## config.mk

```make
export PLATFORM = sky130hd
export DESIGN_NAME = seven_seg_scan_driver
export DESIGN_NICKNAME = d
export VERILOG_FILES = /design/src/rtl/seven_seg_scan_driver.sv
export SDC_FILE = /design/constraint.sdc
export NUM_CORES = 1
export LEC_CHECK = 0
export CAP_MARGIN = 0
export CORE_MARGIN = 2
export CORE_UTILIZATION = 55
export CTS_BUF_LIST = sky130_fd_sc_hd__clkbuf_8 sky130_fd_sc_hd__clkbuf_16
export DETAILED_ROUTE_END_ITERATION = 7
export GPL_TIMING_DRIVEN = 1
export PLACE_DENSITY = 0.8
export RECOVER_POWER = 100
export SYNTH_ARGS = -nofsm -noshare
export SYNTH_HDL_FRONTEND = slang
export SYNTH_SLANG_ARGS = --single-unit
```

## constraint.sdc

```tcl
create_clock -name clk -period 3.31 [get_ports clk]
set_input_delay 0.8275 -clock clk [delete_from_list [all_inputs] [get_ports clk]]
set_output_delay 0.8275 -clock clk [all_outputs]
set_load 0.01 [all_outputs]
```

## src/rtl/seven_seg_scan_driver.sv

```systemverilog
// seven_seg_scan_driver
//   Time-multiplexed 4-digit common-anode 7-segment driver. One digit is lit per
//   refresh slot. Each slot opens with a short all-dark interval so that the
//   previous digit's pattern never ghosts onto the next anode. All four BCD digits
//   are snapshotted together at the end of a scan frame, so one frame never mixes
//   two counter values. The colon (dp of the minutes-units digit) toggles on each
//   colon_tick pulse.
//
// Ports
//   clk         in   1  system clock
//   reset       in   1  asynchronous reset, active-low
//   secslo      in   4  seconds units, BCD
//   secshi      in   4  seconds tens, BCD
//   minslo      in   4  minutes units, BCD
//   minshi      in   4  minutes tens, BCD
//   colon_tick  in   1  single-cycle 1 Hz pulse, toggles the colon
//   an          out  4  anode enables, active-low, an[i] selects digit i
//   seg         out  7  segments {g,f,e,d,c,b,a}, active-low
//   dp          out  1  decimal point, active-low
module seven_seg_scan_driver #(
  parameter int REFRESH_DIV  = 100_000,
  parameter int BLANK_CYCLES = 1_000,
  parameter bit LZ_BLANK     = 1'b1
) (
  input  logic       clk,
  input  logic       reset,
  input  logic [3:0] secslo,
  input  logic [3:0] secshi,
  input  logic [3:0] minslo,
  input  logic [3:0] minshi,
  input  logic       colon_tick,
  output logic [3:0] an,
  output logic [6:0] seg,
  output logic       dp
);

  localparam int            CW       = (REFRESH_DIV > 1) ? $clog2(REFRESH_DIV) : 1;
  localparam logic [CW-1:0] CNT_LAST = CW'(REFRESH_DIV - 1);
  localparam logic [CW-1:0] CNT_BLNK = CW'(BLANK_CYCLES);

  logic [CW-1:0]   r_count;
  logic [1:0]      r_idx;
  logic            r_colon;
  logic [3:0][3:0] r_snap;   // [3]=minshi .. [0]=secslo
  logic [3:0]      r_an;
  logic [6:0]      r_seg;
  logic            r_dp;

  logic            w_wrap;
  logic            w_blank;
  logic            w_dark;
  logic [3:0]      w_digit;
  logic [6:0]      w_seg_dec;
  logic [3:0]      w_an_nxt;
  logic [6:0]      w_seg_nxt;
  logic            w_dp_nxt;

  assign w_wrap  = (r_count == CNT_LAST);
  assign w_blank = (r_count < CNT_BLNK);
  assign w_digit = r_snap[r_idx];
  // Suppressed leading zero on the minutes-tens digit
  assign w_dark  = LZ_BLANK && (r_idx == 2'd3) && (w_digit == 4'd0);

  always_comb begin
    w_seg_dec = 7'b0111111;  // dash for non-BCD codes
    case (w_digit)
      4'd0: w_seg_dec = 7'b1000000;
      4'd1: w_seg_dec = 7'b1111001;
      4'd2: w_seg_dec = 7'b0100100;
      4'd3: w_seg_dec = 7'b0110000;
      4'd4: w_seg_dec = 7'b0011001;
      4'd5: w_seg_dec = 7'b0010010;
      4'd6: w_seg_dec = 7'b0000010;
      4'd7: w_seg_dec = 7'b1111000;
      4'd8: w_seg_dec = 7'b0000000;
      4'd9: w_seg_dec = 7'b0010000;
      default: w_seg_dec = 7'b0111111;
    endcase
  end

  always_comb begin
    w_an_nxt  = 4'b1111;
    w_seg_nxt = 7'h7F;
    w_dp_nxt  = 1'b1;
    if (!w_blank && !w_dark) begin
      w_an_nxt  = ~(4'b0001 << r_idx);
      w_seg_nxt = w_seg_dec;
      w_dp_nxt  = ~(r_colon && (r_idx == 2'd2));
    end
  end

  always_ff @(posedge clk or negedge reset) begin
    if (!reset) begin
      r_count <= '0;
      r_idx   <= 2'd0;
      r_colon <= 1'b0;
      r_snap  <= '0;
      r_an    <= 4'b1111;
      r_seg   <= 7'h7F;
      r_dp    <= 1'b1;
    end else begin
      if (w_wrap) begin
        r_count <= '0;
        r_idx   <= r_idx + 2'd1;
        // Capture at the very end of the last digit's slot so the next frame is coherent
        if (r_idx == 2'd3) begin
          r_snap <= {minshi, minslo, secshi, secslo};
        end
      end else begin
        r_count <= r_count + 1'b1;
      end
      if (colon_tick) begin
        r_colon <= ~r_colon;
      end
      r_an  <= w_an_nxt;
      r_seg <= w_seg_nxt;
      r_dp  <= w_dp_nxt;
    end
  end

  assign an  = r_an;
  assign seg = r_seg;
  assign dp  = r_dp;

endmodule

```

==> summary.txt <==
CTS Buf Count = 5
CP bufs+invs = 1
Synth Area in Adders = 5.43%
Fin. Hold Viols = 0
CTS H-tree depth = 2
Clk Latency, worst-skew pair = 300 ps
Final Cycle Share = 67.9%
GPL Wtd Cong = 0.824
Initial core utilization = 57.2%
Routed len/inst = 15.1 microns
Port Buffers = 30
RSZ-0062 raised after global routing = false
Placed Area = 0.00262 sq mm
# nets final = 244
Share of cells above drive strength 1 = 15.7%
CTS sink count = 48
Worst hold slack = 461 ps
Ys Warns = 0
Synth Area per Inst = 12.6 sq um
Setup_tns = 0 ps
Setup skew after layout = 7.16 ps
CP Data Arrival Time = 1420 ps
Largest net degree at the start of global routing = 49
Worst path slowest cell = dlygate4sd3_1
Synth cell types = 39
Layout area overhead = 14.7%
First-pass GRT wire length = 6.85 mm
Die height = 68.7 microns
DRC Markers = 0
Initial antenna violation count = 0
DP HPWL = 2.92 mm
Design area = 0.00264 sq mm
Compound-gate portion of the synthesized area = 3.91%
ANT cells = 0
Leakage = 1.05 nW
Hold_buf cts = 0
Place WS = 1150 ps
CP required = 2480 ps
Final setup vio count = 0
Core Area = 0.00403 sq mm
Fmax = 445 MHz
Postcts setup bufs = 0
TritonCTS clock tree = done
Root buffer cell = clkbuf_8
Type of the worst setup path = reg -> out
Max VDD drop = 0.000216 V
Post-Synth Simple-Gate Area = 14.7%
Worst Setup End Kind = primary output
Min Tclk post-route = 2250 ps
Synth Area in XOR/XNOR = 5.70%
Die width = 68.7 microns
Post-route setup slack = 1060 ps
Critical Path Start Type = flip-flop
Post-synthesis mux area share = 13.8%
Seq/Total Area, Yosys = 52.8%
Grt ovf = 0
Routed Antenna Nets = 0
Crit Path Max Fanout = 1
Cell Pwr Density = 385 mW/mm^2
# IOs = 31
Clock slew at reported path FFs = 80 ps
Main combinational cell family by area after synthesis = simple AND/OR/NAND/NOR gates
Total nets after synthesis = 212
Max Cap Violations = 0
Slew @ Worst Pin = 1010 ps
Vias = 1,428
Worst-case headroom to the max-slew limit = 33.0%
Number of global-route vias before repair = 1,445
Synthesized cell area = 0.00230 sq mm
Crit-path cells = dlygate4sd3_1
Max clock buf depth = 2
Top cell family by delay on the critical path = buffers and inverters
Status = complete, no violations
FF+latch count, synth = 48
Critical Path Max Stage Delay = 600 ps
Drt total wl = 4.02 mm
Post-CTS Resized = 0
Drt first pass iters = 4
Cell Rows = 23
DRT iter0 DRCs = 108
Hold WC Path Type = reg -> reg
Die ar. = 0.00472 sq mm
Slew Limit Fails = 0
Vias/cell = 5.37
Cells after Synth = 183
Total track usage = 20.6%
==> stage by stage <==
step / instances / utilization [%] / total power, mW
finish: 266 / 65.6 / 1.02
global route: 266 / 65.6 / 1.07
CTS: 266 / 67.2 / 1.04
detailed placement: 258 / 64.9 / 0.696
global placement: 258 / 64.9 / 0.692
floorplan: 183 / - / 0.655
==> area by class of cell <==
class | instances | area (sq um)
clock inverter | 2 | 7.51
timing repair buffer | 30 | 295
clock buffer | 6 | 82.6
fill | 289 | 1390
tap | 50 | 62.6
multi-input combinational | 120 | 942
inverter | 10 | 37.5
sequential | 48 | 1220
==> synthesized netlist by cell type, drive strengths merged <==
| master | n | area, sq um |
|---|---|---|
| dfrtp | 36 | 901 |
| mux2 | 17 | 229 |
| nand2 | 15 | 56.3 |
| nor2 | 14 | 52.6 |
| dfstp | 12 | 315 |
| xnor2 | 12 | 105 |
| ha | 10 | 125 |
| inv | 10 | 37.5 |
| nand3 | 6 | 42.5 |
| o21ai | 6 | 30.0 |
| buf | 5 | 46.3 |
| nand4 | 5 | 31.3 |
| nor3 | 5 | 41.3 |
| and2 | 4 | 25.0 |
| mux4 | 4 | 90.1 |
| xor2 | 3 | 26.3 |
| a21oi | 2 | 10.0 |
| a31o | 2 | 17.5 |
| and4 | 2 | 20.0 |
| nor2b | 2 | 12.5 |
| nor4 | 2 | 18.8 |
| a21o | 1 | 7.51 |
| and3 | 1 | 6.26 |
| and4b | 1 | 10.0 |
| nand2b | 1 | 6.26 |
| nand3b | 1 | 7.51 |
| o21a | 1 | 7.51 |
| o21bai | 1 | 7.51 |
| o311a | 1 | 10.0 |
| or3b | 1 | 8.76 |
==> worst paths after layout <==
| check | startpoint | end | slack [ps] | cells past startpoint |
|---|---|---|---|---|
| worst max-delay path | seg[1] | seg[1] | 1060 | 1 |
| worst min-delay path | r_colon | dp | 460 | 1 |
| worst max register to register | r_idx[0] | seg[6] | 1180 | 7 |
| worst min register to register | r_colon | dp | 460 | 1 |
| max in group asynchronous | reset | r_idx[0] | 1990 | 1 |
| min in group asynchronous | reset | r_colon | 700 | 1 |
==> sequential cells by signal, summed over array words and instances, names as in the netlist <==
signal,flops
r_colon,1
an,4
dp,1
r_idx,2
r_count,17
r_snap,16
seg,7
==> worst reg2reg max path: stages (launching register included) <==
cell,delay [ps]
dfrtp_1,530
mux4_2,600
inv_1,140
ha_1,180
nand2_1,60
nor3_1,270
nor2_1,170
o21ai_0,110
==> per-layer routing <==
metal,wire (microns),vias up,global-route usage [%]
li1,-,689,-
met1,1790,696,26.4
met2,1970,36,32.6
met3,181,7,5.84
met4,74,0,9.56
met5,0,-,0
==> where the power goes <==
| part | leakage [nW] | total, mW | internal (mW) | switching [mW] |
|---|---|---|---|---|
| clock | 0.0538 | 0.342 | 0.164 | 0.177 |
| sequential | 0.575 | 0.614 | 0.603 | 0.0108 |
| combinational | 0.424 | 0.0635 | 0.0355 | 0.0280 |
| total | 1.05 | 1.02 | 0.803 | 0.216 |
==> cell usage in the layout (no fill, tap or decap), types with 6 or more instances in the layout <==
| cell type | n |
|---|---|
| xnor2_1 | 12 |
| dfrtp_1 | 36 |
| dfstp_2 | 12 |
| mux2_2 | 7 |
| clkbuf_8 | 6 |
| clkdlybuf4s50_1 | 16 |
| ha_1 | 10 |
| dlygate4sd3_1 | 13 |
| mux2_1 | 10 |
| nand2_1 | 15 |
| inv_1 | 12 |
| nor2_1 | 14 |
==> logic make-up after synthesis <==
logic type | count (synthesis)
compound gates | 14
buf+inv | 15
xor+xnor | 15
fa+ha+maj | 10
flops | 48
simple gates | 60
mux | 21
No activity file was read; power rests on OpenSTA's default activity.
